## config.mk

```make
export PLATFORM = sky130hd
export DESIGN_NAME = sdram_pattern_writer
export DESIGN_NICKNAME = d
export VERILOG_FILES = /design/src/rtl/sdram_test_pkg.sv /design/src/rtl/sdram_test_pattern_gen.sv /design/src/rtl/sdram_pattern_writer.sv
export SDC_FILE = /design/constraint.sdc
export NUM_CORES = 1
export LEC_CHECK = 0
export CAP_MARGIN = 20
export CELL_PAD_IN_SITES_DETAIL_PLACEMENT = 0
export CELL_PAD_IN_SITES_GLOBAL_PLACEMENT = 2
export CORE_MARGIN = 5
export CORE_UTILIZATION = 35
export DETAILED_ROUTE_END_ITERATION = 8
export GPL_ROUTABILITY_DRIVEN = 0
export PLACE_DENSITY_LB_ADDON = 0.3
export SETUP_SLACK_MARGIN = 0.15
export SYNTH_ARGS = -nofsm -noshare
export SYNTH_HDL_FRONTEND = slang
export SYNTH_SLANG_ARGS = --single-unit
```

## constraint.sdc

```tcl
create_clock -name iCLK -period 7.9 [get_ports iCLK]
set_input_delay 2.37 -clock iCLK [delete_from_list [all_inputs] [get_ports iCLK]]
set_output_delay 2.37 -clock iCLK [all_outputs]
set_load 0.02 [all_outputs]
```

## src/rtl/sdram_test_pkg.sv

```systemverilog
// sdram_test_pkg
// Shared definitions for the SDRAM pattern writer and the read-back stage:
// FSM state encodings, pattern codes, LFSR seed/tap mask, checkerboard words
// and the LFSR step function. Both sides import this package so the pattern
// written and the pattern expected can never drift apart.
package sdram_test_pkg;

  localparam int ADDR_W = 25;
  localparam int DATA_W = 16;

  typedef enum logic [3:0] {
    ST_IDLE  = 4'd0,
    ST_DELAY = 4'd1,
    ST_WRITE = 4'd2,
    ST_DONE  = 4'd15
  } testStateT;

  typedef enum logic [1:0] {
    PAT_ADDR     = 2'd0,
    PAT_NOT_ADDR = 2'd1,
    PAT_LFSR     = 2'd2,
    PAT_CHECKER  = 2'd3
  } patternT;

  localparam logic [DATA_W-1:0] LFSR_SEED     = 16'hACE1;
  // Taps 16,14,13,11 of a right-shifting Fibonacci LFSR land on bits 0,2,3,5.
  localparam logic [DATA_W-1:0] LFSR_TAP_MASK = 16'h002D;
  localparam logic [DATA_W-1:0] CHECKER_EVEN  = 16'hAAAA;
  localparam logic [DATA_W-1:0] CHECKER_ODD   = 16'h5555;

  // One LFSR step: feedback is the XOR of the tapped bits, shifted in at the top.
  function automatic logic [DATA_W-1:0] lfsrStep(input logic [DATA_W-1:0] cur);
    return {^(cur & LFSR_TAP_MASK), cur[DATA_W-1:1]};
  endfunction

endpackage

```

## src/rtl/sdram_test_pattern_gen.sv

```systemverilog
// sdram_test_pattern_gen
// Purely combinational pattern word generator shared by writer and checker.
// Ports:
//   iPATTERN_SEL : pattern code (address, inverted address, LFSR, checkerboard)
//   iADDR        : low 16 bits of the word address being generated
//   iLFSR        : LFSR state belonging to the previous word (or the seed)
//   iSTEP        : advance the LFSR once before producing the word
//   oDATA        : pattern word for this address
//   oLFSR_NEXT   : LFSR state to keep for this word
module sdram_test_pattern_gen
  import sdram_test_pkg::*;
(
  input  patternT           iPATTERN_SEL,
  input  logic [DATA_W-1:0] iADDR,
  input  logic [DATA_W-1:0] iLFSR,
  input  logic              iSTEP,
  output logic [DATA_W-1:0] oDATA,
  output logic [DATA_W-1:0] oLFSR_NEXT
);

  logic [DATA_W-1:0] lfsrNext;

  always_comb begin
    lfsrNext = iSTEP ? lfsrStep(iLFSR) : iLFSR;
    oDATA    = '0;
    unique case (iPATTERN_SEL)
      PAT_ADDR:     oDATA = iADDR;
      PAT_NOT_ADDR: oDATA = ~iADDR;
      PAT_LFSR:     oDATA = lfsrNext;
      PAT_CHECKER:  oDATA = iADDR[0] ? CHECKER_ODD : CHECKER_EVEN;
      default:      oDATA = '0;
    endcase
  end

  assign oLFSR_NEXT = lfsrNext;

endmodule

```

## src/rtl/sdram_pattern_writer.sv

```systemverilog
// sdram_pattern_writer
// Fills NUM_WORDS consecutive SDRAM words starting at BASE_ADDR with a
// reproducible 16-bit pattern, then holds a level done flag until a rerun.
// Ports:
//   iCLK, iRST        : clock, asynchronous active-high reset
//   iSTART            : rerun request (rising edge, only acted on when done)
//   iPATTERN_SEL      : pattern code, captured when the write phase begins
//   iWAIT_REQUEST     : slave stall
//   oWR_EN/ADDR/DATA  : Avalon-style write request
//   oBUSY             : delay or write phase in progress
//   oTEST_WRITE_DONE  : region fully written
//   oDBG_STATE        : current FSM state
//
// Write handshake: a word transfers on every rising edge where oWR_EN is high
// and iWAIT_REQUEST is low. While iWAIT_REQUEST is high, oWR_EN, oWR_ADDR and
// oWR_DATA are held unchanged; oWR_EN never drops before its word transfers.
module sdram_pattern_writer
  import sdram_test_pkg::*;
#(
  parameter int              NUM_WORDS   = 512,
  parameter logic [ADDR_W-1:0] BASE_ADDR = 25'd0,
  parameter int              START_DELAY = 1000
) (
  input  logic              iCLK,
  input  logic              iRST,
  input  logic              iSTART,
  input  logic [1:0]        iPATTERN_SEL,
  input  logic              iWAIT_REQUEST,
  output logic              oWR_EN,
  output logic [ADDR_W-1:0] oWR_ADDR,
  output logic [DATA_W-1:0] oWR_DATA,
  output logic              oBUSY,
  output logic              oTEST_WRITE_DONE,
  output testStateT         oDBG_STATE
);

  testStateT         stateQ, stateD;
  logic              startQ;
  logic              startRise;
  logic [31:0]       delayCnt;
  logic              delayDone;
  logic [23:0]       idxQ;
  logic              lastWord;
  logic              accept;
  logic              enterWrite;
  logic              wrEnQ;
  logic [ADDR_W-1:0] addrQ;
  logic [DATA_W-1:0] dataQ;
  logic [DATA_W-1:0] lfsrQ;
  patternT           selQ;
  logic              busyQ;
  logic              doneQ;

  patternT           genSel;
  logic [ADDR_W-1:0] genAddr;
  logic [DATA_W-1:0] genLfsr;
  logic              genStep;
  logic [DATA_W-1:0] genData;
  logic [DATA_W-1:0] genLfsrNext;

  // The edge detector runs in every state, so a level that is already high
  // when the FSM reaches ST_DONE is not mistaken for a new request.
  assign startRise  = iSTART && !startQ;
  assign delayDone  = (START_DELAY == 0) || (delayCnt == 32'(START_DELAY - 1));
  assign enterWrite = (stateQ == ST_DELAY) && delayDone;
  assign accept     = (stateQ == ST_WRITE) && wrEnQ && !iWAIT_REQUEST;
  assign lastWord   = (idxQ == 24'(NUM_WORDS - 1));

  // ---------------------------------------------------------------------------
  // FSM
  // ---------------------------------------------------------------------------
  always_ff @(posedge iCLK or posedge iRST) begin
    if (iRST) stateQ <= ST_IDLE;
    else      stateQ <= stateD;
  end

  always_comb begin
    stateD = stateQ;
    unique case (stateQ)
      ST_IDLE:  stateD = ST_DELAY;
      ST_DELAY: if (delayDone) stateD = ST_WRITE;
      ST_WRITE: if (accept && lastWord) stateD = ST_DONE;
      ST_DONE:  if (startRise) stateD = ST_DELAY;
      default:  stateD = ST_IDLE;
    endcase
  end

  // Flags are registered from the next state so they change in the same
  // cycle as the state register, without any input-to-output path.
  always_ff @(posedge iCLK or posedge iRST) begin
    if (iRST) begin
      busyQ    <= 1'b0;
      doneQ    <= 1'b0;
      startQ   <= 1'b0;
      delayCnt <= '0;
    end else begin
      busyQ    <= (stateD == ST_DELAY) || (stateD == ST_WRITE);
      doneQ    <= (stateD == ST_DONE);
      startQ   <= iSTART;
      delayCnt <= (stateQ == ST_DELAY) ? delayCnt + 32'd1 : 32'd0;
    end
  end

  // ---------------------------------------------------------------------------
  // Next-word generation: on entry the generator sees word 0 (base address,
  // seed, no step, live pattern select); afterwards it sees the following
  // address and steps the LFSR held for the current word.
  // ---------------------------------------------------------------------------
  always_comb begin
    genSel  = enterWrite ? patternT'(iPATTERN_SEL) : selQ;
    genAddr = enterWrite ? BASE_ADDR : addrQ + 25'd1;
    genLfsr = enterWrite ? LFSR_SEED : lfsrQ;
    genStep = !enterWrite;
  end

  sdram_test_pattern_gen u_gen (
    .iPATTERN_SEL (genSel),
    .iADDR        (genAddr[DATA_W-1:0]),
    .iLFSR        (genLfsr),
    .iSTEP        (genStep),
    .oDATA        (genData),
    .oLFSR_NEXT   (genLfsrNext)
  );

  // ---------------------------------------------------------------------------
  // Write datapath
  // ---------------------------------------------------------------------------
  always_ff @(posedge iCLK or posedge iRST) begin
    if (iRST) begin
      wrEnQ <= 1'b0;
      addrQ <= BASE_ADDR;
      dataQ <= '0;
      idxQ  <= '0;
      lfsrQ <= LFSR_SEED;
      selQ  <= PAT_ADDR;
    end else if (enterWrite) begin
      wrEnQ <= 1'b1;
      addrQ <= genAddr;
      dataQ <= genData;
      idxQ  <= '0;
      lfsrQ <= genLfsrNext;
      selQ  <= patternT'(iPATTERN_SEL);
    end else if (accept) begin
      idxQ <= idxQ + 24'd1;
      if (lastWord) begin
        wrEnQ <= 1'b0;
      end else begin
        addrQ <= genAddr;
        dataQ <= genData;
        lfsrQ <= genLfsrNext;
      end
    end else if (stateQ != ST_WRITE) begin
      wrEnQ <= 1'b0;
    end
  end

  assign oWR_EN           = wrEnQ;
  assign oWR_ADDR         = addrQ;
  assign oWR_DATA         = dataQ;
  assign oBUSY            = busyQ;
  assign oTEST_WRITE_DONE = doneQ;
  assign oDBG_STATE       = stateQ;

endmodule

```

==> flow_summary.ini, run 1 <==
[critical_path]
crit_fanout = 20
critPathCaptureType = register
cp_cell_sequence = clkdlybuf4s50_1, and4bb_2, nand2_1, a21o_1, buf_4, or4_1, xnor2_1, nor2_1
critPathMaxStageDelay_ns = 0.55
crit_type = in2reg
reg2reg_depth = 7
required_ns = 8.18
worst_setup_path_start_kind = primary input
crit_path_top_delay_cell = or4_1
cp.arrival_ns = 4.93

[status]
status = finished clean

[synthesis]
seq_area_frac_synth = 0.473
synth_edf_count = 0
ys_types = 59
syn_nets = 731
yosys_warnings = 0
synthFlopType = dfrtp_1
avgSynthCellArea_um2 = 9.05
synth_seq_cells = 123
synthArstFlopShare = 1.00
netlist_area_um2 = 6530
syn_inst = 722

[placement]
place.port_buffers = 53
place_ws_ns = 2.80
dp.final_hpwl_um = 11800

[finish]
syn2layout_area_growth_pct = 19.2
final_nets = 773
multi_input_comb_area_um2 = 3210
fillerInstances = 1870
seqCellArea_um2 = 3090
drive_above_1_share = 0.0695
antennaDiodeCount = 0

[global_routing]
first_global_vias = 5289
use_met2 = 0.265
grt_util_all_layers = 0.167
antenna_found_initial = 0
grt_use_met1 = 0.228
busiest_layer = met2
grt_first_pass_wirelength_um = 28800
met3_usage = 0.0338
grt_max_degree = 66
gr-total-overflow = 0

[sta]
rsz0062_at_grt = no
clock.fmax_ghz = 0.215
clock_skew_ns = 0.0103
setup_tns_ns = 0
hold_viol = 0
slew_viol_final = 0
setup_violations = 0
fin_ws_ns = 3.25
timing.hold.ws_ns = 0.494
fin_crit_ns = 4.65
tightest_slew_ns = 0.889
finalCritPeriodShare = 0.589
relSlewSlack = 0.403

[clocking]
cts_buffer_depth = 2
clk_latency_ns = 0.42
cts_setup_buffers = 0
cts_root_buf = clkbuf_16
cts_inserted_buffers = 17
ctsResizeCount = 0
ctsHtreeMaxLevel = 4
cts.sinks = 123
postCtsHoldBufs = 0
cts.reportedPaths.clkPinSlew_ns = 0.05
cts_tree = done

[detailed_routing]
drt_pre_antenna_iters = 5
num_vias = 5398
drt-initial-drc-count = 306
drcViolationCount = 0
detail-route-antenna-nets = 0
route.final.wire_length_um = 17400
route.detailed.wl_per_inst_um = 17.2
viasPerCell = 5.34

[min_path]
hold_depth = 2
hp-class = reg2reg

[power]
pwr-share-comb = 0.046
sw_frac_of_total = 0.237
total_power_w = 0.00144
leakagePower_nw = 3.24
switching_power_w = 0.000341
peakVddDrop_uv = 144
intPower_w = 0.00110
p_per_area_nw_per_um2 = 185
clkPwrFrac = 0.487
p_seq_frac = 0.467

[floorplan]
fp.dieW_um = 147
io_pins = 54
rows = 50
initial_utilization = 0.353
core-area_um2 = 18500
die_area_um2 = 21500
fp.dieH_um = 147

[flow_run]
max_cap_violations = 0
-- final timing paths --
check,to,start,slack (ns)
max in group asynchronous,oWR_ADDR[24],iRST,4.11
worst min-delay path,lfsrQ[9],lfsrQ[10],0.49
worst max register to register,oWR_DATA[7],delayCnt[22],3.98
worst min register to register,lfsrQ[9],lfsrQ[10],0.49
min in group asynchronous,startQ,iRST,2.47
worst max-delay path,oWR_ADDR[15],iWAIT_REQUEST,3.25
-- state kept, by name (all words and copies together), names as in the netlist, 2 cells and up --
signal / count
oDBG_STATE: 4
idxQ: 24
oWR_ADDR: 25
selQ: 2
delayCnt: 32
oWR_DATA: 16
lfsrQ: 16
-- worst max-delay path, delay by kind of cell --
kind | cells | cell delay, ns
xor gates and xnor gates | 1 | 0.17
AOI/OAI and AO/OA | 1 | 0.48
and+or+nand+nor | 4 | 1.14
buffers and inverters | 2 | 0.77
-- routing by layer --
layer	part of all wire	up-vias	wire (µm)
li1	-	2623	-
met1	0.48	2667	8300
met4	0.017	0	290
met2	0.47	84	8230
met3	0.031	24	547
met5	0	-	0
-- Yosys cell counts, types with 13 or more instances --
master	number	share of area
nand2_1	80	0.046
a21oi_1	45	0.034
xnor2_1	42	0.056
xor2_1	38	0.051
clkbuf_1	17	0.0098
nand4_1	21	0.020
and4_1	14	0.019
o21ai_0	14	0.011
inv_1	20	0.011
dfrtp_1	115	0.44
nand3_1	38	0.029
or3_1	13	0.012
nor4_1	17	0.016
nor3_1	18	0.014
nor2_1	103	0.059
-- cell type report --
cell class                 instances  share of cell area
clock buffer                      26              0.0629
sequential                       123               0.397
timing repair buffer              60              0.0749
clock inverter                     6             0.00498
inverter                          20             0.00997
multi-input combinational        542               0.413
tap                              234              0.0376
-- cell families (layout without fill, tap and decap cells) --
| kind of cell | count (synthesis) | count (layout) | synth area share |
|---|---|---|---|
| flip-flops | 123 | 123 | 0.473 |
| multiplexers | 7 | 7 | 0.0111 |
| XOR/XNOR | 80 | 80 | 0.107 |
| AO/OA/AOI/OAI | 114 | 114 | 0.109 |
| adder cells (fa/ha/maj) | 3 | 3 | 0.00575 |
| AND/OR/NAND/NOR | 338 | 338 | 0.256 |
| buffers and inverters | 57 | 112 | 0.0379 |
-- power by group through the flow --
stage / registers [W] / clock network (W) / logic [W]
6_report: 0.000673 / 0.000702 / 0.0000658
5_1_grt: 0.000677 / 0.000747 / 0.0000770
4_1_cts: 0.000673 / 0.000723 / 0.0000679
3_5_place_dp: 0.000684 / 0 / 0.0000674
3_3_place_gp: 0.000682 / 0 / 0.0000663
2_1_floorplan: 0.000677 / 0 / 0.0000495
-- per-stage QoR --
stage	utilization	instances	cell area (µm²)
after floorplan	-	722	6530
after global placement	0.392	979	7250
after detailed placement	0.392	979	7250
after CTS	0.420	1011	7780
after global routing	0.420	1011	7780
final	0.420	1011	7780
-- cell usage in the layout (no fill, tap or decap), types with 4 or more instances in the layout --
cell type	instances
nand3_1	38
mux2i_1	5
or3_1	13
xor2_1	38
clkbuf_1	6
xnor2_1	42
nand2_1	80
nor2_1	103
o21a_1	5
o21ai_0	14
buf_4	7
and2_1	6
clkdlybuf4s50_1	53
dfrtp_1	115
clkbuf_16	17
dfstp_2	8
and4_1	14
a31oi_1	4
nor3_1	18
inv_1	19
o211ai_1	9
and3_1	5
o22ai_1	11
nor4_1	16
a21oi_1	44
nand4_1	21
No activity file was read; power rests on OpenSTA's default activity.
==> inputs of run 2 (changes only) <==
CORE_UTILIZATION = 33   (was 35)
clock period = 3.7 ns   (was 7.9 ns; I/O delays follow)
==> flow_summary.ini, run 2 (same netlist as run 1, synthesis figures left out) <==
[sta]
tightest_slew_ns = 0.747
setup_violations = 0
relSlewSlack = 0.497
hold_viol = 0
setup_tns_ns = 0
timing.hold.ws_ns = 0.486
clock_skew_ns = 0.0101
rsz0062_at_grt = no
fin_crit_ns = 3.05
slew_viol_final = 0
finalCritPeriodShare = 0.825
clock.fmax_ghz = 0.328

[clocking]
cts_tree = done
cts_buffer_depth = 2
postCtsHoldBufs = 0
ctsHtreeMaxLevel = 4
cts.reportedPaths.clkPinSlew_ns = 0.06
clk_latency_ns = 0.42
ctsResizeCount = 0
cts_inserted_buffers = 17
cts_root_buf = clkbuf_16
cts_setup_buffers = 0
cts.sinks = 123

[detailed_routing]
detail-route-antenna-nets = 0
drt-initial-drc-count = 377
route.final.wire_length_um = 18000
route.detailed.wl_per_inst_um = 17.0
drcViolationCount = 0
drt_pre_antenna_iters = 4
num_vias = 5448
viasPerCell = 5.15

[placement]
place.port_buffers = 53
dp.final_hpwl_um = 12600

[critical_path]
worst_setup_path_start_kind = register
reg2reg_depth = 7
crit_fanout = 16
timing.rr.start = delayCnt[22]
reg2reg_slack_ns = 0.65
startpoint = delayCnt[22]
cp.arrival_ns = 3.35
required_ns = 4.00
critPathCaptureType = register
r2r_end = oWR_DATA[10]
cp-endpoint = oWR_DATA[10]
crit_type = reg2reg

[finish]
largest_reg_flops = 32
final_nets = 789
layout_common_cells = dfrtp_1, nor2_1, nand2_1, clkdlybuf4s50_1, a21oi_1
antennaDiodeCount = 0
syn2layout_area_growth_pct = 22.3
largest-register = delayCnt
fillerInstances = 1935
drive_above_1_share = 0.0921
mostFrequentLayoutCell = dfrtp_1

[power]
leakagePower_nw = 3.32
peakVddDrop_uv = 310
p_per_area_nw_per_um2 = 396

[floorplan]
fp.dieW_um = 151
core-area_um2 = 19500
die_area_um2 = 22700
initial_utilization = 0.336
io_pins = 54
rows = 51
fp.dieH_um = 151

[flow_run]
max_cap_violations = 0

[global_routing]
grt_util_all_layers = 0.166
antenna_found_initial = 0
gr-total-overflow = 0
first_global_vias = 5550
grt_first_pass_wirelength_um = 29800
grt_max_degree = 64

[min_path]
hp-class = reg2reg
hold_depth = 1

[status]
status = finished clean
## run 2: cell types whose count changed in the layout (fill, tap and decap cells not counted), sizes merged
cell	change
buf	+16
clkbuf	-5
clkinvlp	+4
bufinv	+1
## run 2: final cells by class
class / instances / area [µm²] / area share
inverters: 20 / 78.8 / 0.00987
flip-flops and latches: 123 / 3090 / 0.387
multi-input cells: 542 / 3210 / 0.402
repair buffers: 76 / 728 / 0.0912
clock inverters: 11 / 96.3 / 0.0121
clock buffers: 21 / 450 / 0.0564
well taps: 265 / 332 / 0.0415
## run 2: metal layers
metal  GRT usage  routed length [µm]
met1       0.231                8620
met2       0.261                8640
met5           0                   0
met3      0.0364                 527
met4      0.0476                 240
## run 2: critical path: stages (launching register included)
cell and delay, ns:
dfrtp_1 0.43, nor4_1 0.52, nand4_1 0.34, or4_1 0.95
buf_4 0.32, a21o_1 0.15, a21oi_1 0.17, nor2_1 0.06
## run 2: through the flow
stage | std cells | cell area, µm² | total power, W | worst slack, ns | utilization
6_report | 1058 | 7990 | 0.00316 | 0.649 | 0.410
5_1_grt | 1058 | 7990 | 0.00328 | 0.490 | 0.410
4_1_cts | 1058 | 7990 | 0.00320 | 0.666 | 0.410
3_5_place_dp | 1026 | 7440 | 0.00161 | 0.437 | 0.382
3_3_place_gp | 1026 | 7440 | 0.00160 | 0.461 | 0.382
2_1_floorplan | 722 | 6540 | 0.00155 | 1.07 | -
## run 2: where the power goes
group / switching [W] / leakage [nW] / internal [W]
logic: 0.0000873 / 1.46 / 0.0000634
clock network: 0.000638 / 0.255 / 0.000937
registers: 0.0000509 / 1.60 / 0.00138
## run 2: worst min-delay path by stage
stage,from,to
floorplan,delayCnt[0],delayCnt[0]
global placement,lfsrQ[6],lfsrQ[6]
detailed placement,delayCnt[0],delayCnt[0]
CTS,delayCnt[0],delayCnt[0]
global route,delayCnt[0],delayCnt[0]
finish,delayCnt[0],delayCnt[0]
==> inputs of run 3 (changes only) <==
CORE_UTILIZATION = 35   (was 33)
clock period = 3 ns   (was 3.7 ns; I/O delays follow)
==> flow_summary.ini, run 3 (same netlist as run 1, synthesis figures left out) <==
[finish]
layout_common_cells = dfrtp_1, nor2_1, nand2_1, clkdlybuf4s50_1, a21oi_1
mostFrequentLayoutCell = dfrtp_1
largest_reg_flops = 32
final_core_util = 0.439
largest-register = delayCnt
syn2layout_area_growth_pct = 24.4
design_area_um2 = 8130
antennaDiodeCount = 0
drive_above_1_share = 0.114
final_nets = 803

[detailed_routing]
drt_pre_antenna_iters = 5
drt-initial-drc-count = 435
detail-route-antenna-nets = 0
num_vias = 5481
viasPerCell = 5.27
drcViolationCount = 0
route.detailed.wl_per_inst_um = 16.9
route.final.wire_length_um = 17500

[global_routing]
grt_use_met1 = 0.232
grt_util_all_layers = 0.169
grt_first_pass_wirelength_um = 29500
grt_max_degree = 75
busiest_layer = met2
first_global_vias = 5555
met3_usage = 0.0419
antenna_found_initial = 0
gr-total-overflow = 0
use_met2 = 0.265

[sta]
clock_skew_ns = 0.00625
setup_violations = 0
tightest_slew_ns = 0.757
fin_ws_ns = 0.290
fin_crit_ns = 2.71
finalCritPeriodShare = 0.903
setup_tns_ns = 0
slew_viol_final = 0
hold_viol = 0
rsz0062_at_grt = no
clock.fmax_ghz = 0.369
relSlewSlack = 0.491

[critical_path]
cp.arrival_ns = 3.01
required_ns = 3.30
crit_type = reg2reg
critPathCaptureType = register
worst_setup_path_start_kind = register
crit_fanout = 16

[floorplan]
fp.dieH_um = 147
fp.dieW_um = 147
io_pins = 54
die_area_um2 = 21500
initial_utilization = 0.353
core-area_um2 = 18500
rows = 50

[power]
p_seq_frac = 0.438
pwr-share-comb = 0.046
intPower_w = 0.00306
sw_frac_of_total = 0.242
leakagePower_nw = 3.42
switching_power_w = 0.000979
clkPwrFrac = 0.515
peakVddDrop_uv = 373
p_per_area_nw_per_um2 = 497
total_power_w = 0.00404

[clocking]
cts_tree = done
ctsHtreeMaxLevel = 4
cts.reportedPaths.clkPinSlew_ns = 0.06
cts_inserted_buffers = 17
cts.sinks = 123
clk_latency_ns = 0.42
cts_root_buf = clkbuf_16
cts_buffer_depth = 2

[placement]
dpl_cell_area_um2 = 7490
place_ws_ns = 0.0377
place.port_buffers = 53
dp.final_hpwl_um = 12400

[status]
status = finished clean

[min_path]
hp-class = reg2reg

[flow_run]
max_cap_violations = 0
[run 3: cell type report]
cell class	count	area (µm²)
inverter	20	78.8
clock inverter	13	144
timing repair buffer	90	846
fill	1772	10400
multi-input combinational	542	3220
clock buffer	19	453
sequential	123	3090
tap	234	293
[run 3: metal layers]
| layer | share of wire | vias up |
|---|---|---|
| li1 | - | 2682 |
| met1 | 0.48 | 2687 |
| met2 | 0.47 | 92 |
| met3 | 0.035 | 20 |
| met4 | 0.012 | 0 |
| met5 | 0 | - |
[run 3: metrics by stage]
step / std cells / hold slack (ns)
global route: 1041 / 0.508
detailed placement: 1005 / 0.473
CTS: 1037 / 0.484
floorplan: 722 / 0.448
finish: 1041 / 0.478
global placement: 1005 / 0.466
[run 3: power by group through the flow]
stage	Sequential, W	Clock, W	Combinational [W]
3_5_place_dp	0.00180	0	0.000191
5_1_grt	0.00178	0.00220	0.000217
4_1_cts	0.00177	0.00213	0.000193
2_1_floorplan	0.00178	0	0.000131
3_3_place_gp	0.00179	0	0.000186
6_report	0.00177	0.00208	0.000187
[run 3: worst paths after layout]
path	from	end	slack (ns)	cells past startpoint
min in group asynchronous	iRST	delayCnt[6]	0.93	3
hold reg to reg	delayCnt[0]	delayCnt[0]	0.48	1
setup reg to reg	delayCnt[22]	oWR_DATA[10]	0.29	7
setup / recovery	delayCnt[22]	oWR_DATA[10]	0.29	7
hold / removal	delayCnt[0]	delayCnt[0]	0.48	1
max in group asynchronous	iRST	lfsrQ[13]	1.64	3
[run 3: timing repair]
action                                  4_1_cts  5_1_grt
endpoints found under the setup margin        0       53
hold buffers                                  0        0
buffers inserted                              0        4
gates resized for setup                       0        2
endpoints found under the hold margin         0        0
[run 3: worst max-delay path, cell delays in order, from the launching register on]
cell and delay [ns]:
dfrtp_1 0.44, nor4_2 0.44, nand4_1 0.18, or4_1 0.80
buf_4 0.32, a21o_1 0.16, a21oi_1 0.19, nor2_1 0.06
